File: config.mk
export PLATFORM = sky130hd
export DESIGN_NAME = sram_ctrl
export DESIGN_NICKNAME = d
export VERILOG_FILES = /design/src/rtl/sram_ctrl.sv
export SDC_FILE = /design/constraint.sdc
export NUM_CORES = 1
export LEC_CHECK = 0
export CAP_MARGIN = 20
export CORE_MARGIN = 5
export CORE_UTILIZATION = 39
export DETAILED_ROUTE_END_ITERATION = 10
export PLACE_DENSITY = 0.94
export SYNTH_ARGS = -nofsm -noshare
export SYNTH_HDL_FRONTEND = slang
export SYNTH_SLANG_ARGS = --single-unit
export TNS_END_PERCENT = 20
File: constraint.sdc
create_clock -name clk -period 2.36 [get_ports clk]
set_clock_uncertainty 0.2 [all_clocks]
set_input_delay 0.354 -clock clk [delete_from_list [all_inputs] [get_ports clk]]
set_output_delay 0.354 -clock clk [all_outputs]
set_load 0.02 [all_outputs]
File: src/rtl/sram_ctrl.sv
// sram_ctrl: sole master of a single-port SRAM. After reset it zero-fills
// every word, then serves write/read requests over a valid/ready channel and
// returns read data on a backpressure-tolerant response channel.
module sram_ctrl #(
    parameter int DATA_WIDTH = 8,
    parameter int ADDR_WIDTH = 4
) (
    input  logic                  clk,
    input  logic                  rst_n,
    input  logic                  req_valid,
    output logic                  req_ready,
    input  logic                  req_we,
    input  logic [ADDR_WIDTH-1:0] req_addr,
    input  logic [DATA_WIDTH-1:0] req_wdata,
    output logic                  rsp_valid,
    input  logic                  rsp_ready,
    output logic [DATA_WIDTH-1:0] rsp_rdata,
    output logic                  init_done,
    output logic                  mem_en,
    output logic                  mem_we,
    output logic [ADDR_WIDTH-1:0] mem_addr,
    output logic [DATA_WIDTH-1:0] mem_din,
    input  logic [DATA_WIDTH-1:0] mem_dout
);

    typedef enum logic [1:0] {
        ST_INIT = 2'd0,
        ST_IDLE = 2'd1,
        ST_RD   = 2'd2,
        ST_RSP  = 2'd3
    } state_t;

    localparam logic [ADDR_WIDTH-1:0] LAST_ADDR = {ADDR_WIDTH{1'b1}};
    localparam logic [ADDR_WIDTH-1:0] ADDR_ONE  = {{(ADDR_WIDTH-1){1'b0}}, 1'b1};

    state_t                  state_q, state_d;
    logic [ADDR_WIDTH-1:0]   init_cnt_q, init_cnt_d;
    logic                    init_done_q, init_done_d;
    logic                    rsp_valid_q, rsp_valid_d;
    logic [DATA_WIDTH-1:0]   rsp_rdata_q, rsp_rdata_d;

    // State and datapath registers; reset restarts the clear pass and drops any pending response.
    always_ff @(posedge clk or negedge rst_n) begin
        if (!rst_n) begin
            state_q     <= ST_INIT;
            init_cnt_q  <= {ADDR_WIDTH{1'b0}};
            init_done_q <= 1'b0;
            rsp_valid_q <= 1'b0;
            rsp_rdata_q <= {DATA_WIDTH{1'b0}};
        end else begin
            state_q     <= state_d;
            init_cnt_q  <= init_cnt_d;
            init_done_q <= init_done_d;
            rsp_valid_q <= rsp_valid_d;
            rsp_rdata_q <= rsp_rdata_d;
        end
    end

    // Next-state and register-update logic.
    always_comb begin
        state_d     = state_q;
        init_cnt_d  = init_cnt_q;
        init_done_d = init_done_q;
        rsp_valid_d = rsp_valid_q;
        rsp_rdata_d = rsp_rdata_q;
        case (state_q)
            ST_INIT: begin
                // Counter wraps to zero naturally after the last address.
                init_cnt_d = init_cnt_q + ADDR_ONE;
                if (init_cnt_q == LAST_ADDR) begin
                    state_d     = ST_IDLE;
                    init_done_d = 1'b1;
                end else begin
                    state_d = ST_INIT;
                end
            end
            ST_IDLE: begin
                if (req_valid && !req_we) begin
                    state_d = ST_RD;
                end else begin
                    state_d = ST_IDLE;
                end
            end
            ST_RD: begin
                // SRAM dout is valid the cycle after the read was issued.
                rsp_rdata_d = mem_dout;
                rsp_valid_d = 1'b1;
                state_d     = ST_RSP;
            end
            ST_RSP: begin
                if (rsp_ready) begin
                    rsp_valid_d = 1'b0;
                    state_d     = ST_IDLE;
                end else begin
                    state_d = ST_RSP;
                end
            end
            default: begin
                state_d = ST_INIT;
            end
        endcase
    end

    // SRAM port and request-ready decode from the current state.
    always_comb begin
        req_ready = 1'b0;
        mem_en    = 1'b0;
        mem_we    = 1'b0;
        mem_addr  = req_addr;
        mem_din   = req_wdata;
        case (state_q)
            ST_INIT: begin
                mem_en   = 1'b1;
                mem_we   = 1'b1;
                mem_addr = init_cnt_q;
                mem_din  = {DATA_WIDTH{1'b0}};
            end
            ST_IDLE: begin
                // Request drives the SRAM directly so a write lands in its acceptance cycle.
                req_ready = 1'b1;
                mem_en    = req_valid;
                mem_we    = req_valid & req_we;
            end
            ST_RD: begin
                mem_en = 1'b0;
            end
            ST_RSP: begin
                mem_en = 1'b0;
            end
            default: begin
                mem_en = 1'b0;
            end
        endcase
    end

    assign rsp_valid = rsp_valid_q;
    assign rsp_rdata = rsp_rdata_q;
    assign init_done = init_done_q;

endmodule

======== Yosys cells after proc, flatten, opt, wreduce, memory -nomap -nowiden ========
Index checks and enable logic that the tools add are counted.
storage, ports and cells
  output and inout port bits .............. 25
  register bits after elaboration ......... 16
  word-level logic and storage cells ...... 30
  input port bits ......................... 25
operators by class
  equal/unequal tests ..................... 5
  mux-type cells .......................... 11
  add/sub/neg operators ................... 1
  reductions and logical operators ........ 7
  bitwise operators ....................... 1
operators with widths
  cell                 count
  $mux 8               1
  $pmux 2 s4           1
  $add 4x1->4 const B  1
  $eq 2x2->1 const B   2
  $eq 4x4->1 const B   1
  $mux 2               2
  $mux 4               1
  $pmux 1 s2           2
  $reduce_and 2->1     2
  $mux 1               3
  $pmux 1 s3           1
  $eq 2x1->1 const B   1
  $logic_not 2->1      1
  $ne 2x2->1 const B   1
  $reduce_bool 2->1    1
  $reduce_or 2->1      1
  $and 1x1->1          1
  $logic_and 1x1->1    1
  $logic_not 1->1      1

======== Longest topological paths before layout ========
  word-level depth ........................ 4
  gate-level depth with buffers ........... 5
  gate-level depth less buffers ........... 3

======== Least setup slack after synthesis ========
No wires, ideal clock.
  path type ............................... register -> output
  start ................................... register state_q[0]
  end ..................................... output port mem_addr[0]
  required time ........................... 1.806 ns
  path buffers ............................ 1
  cell stages (with the launch flop) ...... 4
  arrival ................................. 1.027 ns
  path slack .............................. 0.779 ns
  cells stage by stage .................... dfrtp_1 buf_6 nor2_8 mux2_2
between the ends
  word-level cells in the longest chain between the ends .. 2
ends and longest elaborated chain
  what                    line  text
  from (decl)             36    state_t state_q, state_d;
  from (signal assigned)  51    state_q <= state_d;
  $logic_not 2->1         111   case (state_q)
  $mux 4                  111
  to (decl)               21    output logic [ADDR_WIDTH-1:0] mem_addr,
Every way passes these cells.

======== Worst setup path in the final report ========
  start ................................... register state_q[0]
  end ..................................... output port mem_din[3]
between the ends
  word-level cells in the longest chain between the ends .. 2
ends and longest elaborated chain
  what             line  text
  $logic_not 2->1  111
  $mux 8           111
  to (decl)        22    output logic [DATA_WIDTH-1:0] mem_din,
Every way passes these cells.

==> results.cfg <==
[synthesis]
synth_common_cells = dfrtp_1, nor2b_1, mux2_4
synthTopCellsByArea = dfrtp_1, mux2_4, mux2_2
synthMostInstantiatedCell = dfrtp_1
synthArstFlopShare_pct = 100
synth_top_area_cell = dfrtp_1
synthCells = 63
yosysTopAreaCellShare_pct = 48.3
synth-seq-area-share_pct = 48.3
yosys_warnings = 0
ys_types = 21
synth-seq-cells = 16
syn-num-nets = 89
syn_area_um2 = 830
avgSynthCellArea_um2 = 13.2
synth_top_flop_cell = dfrtp_1
synth-edff-count = 0

[clocking]
post_cts_buffers = 0
cts_num_sinks = 16
max-clock-path-buffers = 2
cts_tree = built
ctsHoldBuffers = 0
clk_latency_ns = 0.28
cts-htree-levels = 1
clkSlewWorstSetupHoldPaths_ns = 0.09
cts_buffers = 3
clockRootBuffer = clkbuf_4

[sta]
timing.hold.ws_ns = 0.287
tns_ns = 0
worst_pin_slew_ns = 0.701
finalSetupViolCount = 0
min_period_over_period_pct = 96.9
finalHoldViolations = 0
fin_crit_ns = 2.29
final.setup.worst_slack_ns = 0.0728
fmax_mhz = 437
drv_slew = 0
slew_headroom_pct = 53.1

[place]
placed_cell_area_mm2 = 0.00134
pre_cts_ws_ns = 0.135
numPortBuffers = 49
place_congestion = 0.791

[floorplanning]
die_area_mm2 = 0.00315
coreArea_mm2 = 0.00200
ios = 50
dieWidth_um = 56.1
die_height_um = 56.1
start_util_pct = 41.4
rows = 16

[flow_run]
drv_cap = 0

[detailed_routing]
firstDrtPassIters = 2
routedWlPerCell_um = 14.4
route.detailed.drc = 0
drtIter0Drc = 5
wirelength_um = 2040
final_antenna_net_count = 0
vias = 655
vias_per_cell = 4.61

[setup_path]
end_kind = output port
worst_ep_arrival_time_ns = 1.73
crit_type = register to output port
r2r_setup_slack_ns = 0.87
cp-start-kind = register
reg2reg_depth = 3
r2r-start = state_q[0]$_DFF_PN0_
required_ns = 1.81
path_max_fanout = 13
regToRegEndpoint = rsp_rdata[1]$_DFFE_PN0N_

[grt]
grt_pass1_wl_um = 3360
overflow = 0
grt_max_degree = 17
grtUsageTotal_pct = 13.9
antenna_found_initial = 0
grt_pass1_vias = 679

[finish]
antenna_cells = 0
drive_gt1_share_pct = 19.1
area_delta_synth_final_pct = 67.3
nNetsFinal = 142
register_area_um2 = 400
num-fill-cells = 153
multiInputGateArea_um2 = 384
design_area_mm2 = 0.00139

[pwr]
swShare_pct = 37.5
combPwrFrac_pct = 57.9
leakage_nw = 0.689
power_mw = 1.66
clkPwrFrac_pct = 10.6
power.switching_uw = 622
power-per-cell-area_mw_per_mm2 = 1200
peakVddDrop_mv = 0.588
p_seq_share_pct = 31.5
p_int_mw = 1.04

[hold_path]
min_path_type = input pin to asynchronous set/reset pin

[outcome]
status = finished clean
## registers in the layout, summed over array words and instances, names as in the netlist
signal and cells:
rsp_valid 1, state_q 2, rsp_rdata 8, init_cnt_q 4, init_done 1
## cell families (layout without fill, tap and decap cells)
group           after synthesis  in the layout  synth area share [%]
simple gates                 19             19                  15.4
compound gates                6              6                  4.98
mux                          13             13                  21.3
fa+ha+maj                     1              1                  1.51
flops                        16             16                  48.3
xor+xnor                      3              3                  3.17
buf+inv                       5             57                  5.43
## worst max path at each step
stage                              start     endpoint  slack [ns]  depth (start not counted)
finish              state_q[0]$_DFF_PN0_   mem_din[3]        0.07                          4
CTS                 state_q[0]$_DFF_PN0_  mem_addr[2]       0.009                          3
detailed placement             req_valid       mem_en        0.13                          4
global placement                  req_we       mem_we        0.18                          4
global route        state_q[0]$_DFF_PN0_   mem_din[2]      -0.001                          4
floorplan           state_q[0]$_DFF_PN0_  mem_addr[0]        0.78                          3
## placed cells by master (no fill, tap or decap), types with 2 or more instances in the layout
cell / instances
clkdlybuf4s50_1: 41
dlymetal6s2s_1: 7
clkbuf_4: 3
buf_4: 3
mux2_4: 8
mux2_2: 5
nand2_1: 5
a21oi_1: 2
nor2b_1: 9
dfrtp_1: 16
xnor2_1: 2
## metal layers
layer	share of wire [%]	routed length (um)	up-vias	GRT usage (%)
li1	-	-	318	-
met1	40	815	313	15.7
met2	53	1080	22	23.5
met3	6.5	132	2	4.64
met4	0.59	12	0	6.10
met5	0	0	-	0
## power by group through the flow
stage               Sequential, mW  Combinational (mW)  Clock (mW)
floorplan                    0.593               0.521           0
finish                       0.523               0.962       0.175
CTS                          0.524               0.982       0.180
detailed placement           0.529               0.980           0
global route                 0.546                1.01       0.195
global placement             0.519               0.958           0
## critical path, stage by stage (launching register included)
cell	delay [ns]
dfrtp_1	0.45
nor2_8	0.08
buf_4	0.19
nor2b_1	0.11
clkdlybuf4s50_1	0.62
## cell type report
cell class | count | share of cell area, %
inverters | 1 | 0.271
flip-flops and latches | 16 | 28.9
clock buffers | 4 | 2.61
well taps | 27 | 2.43
repair buffers | 52 | 38.1
multi-input cells | 42 | 27.7
## timing repair
item | 4_1_cts | 5_1_grt
resized for setup | 1 | 7
cloned | 0 | 0
setup endpoints to repair | 1 | 7
pin swaps | 0 | 0
## stage by stage
stage / std cells / util [%]
6_report: 142 / 69.3
5_1_grt: 142 / 69.3
4_1_cts: 142 / 68.4
3_5_place_dp: 138 / 66.7
3_3_place_gp: 138 / 66.7
2_1_floorplan: 63 / -
No activity file was read; power rests on OpenSTA's default activity.
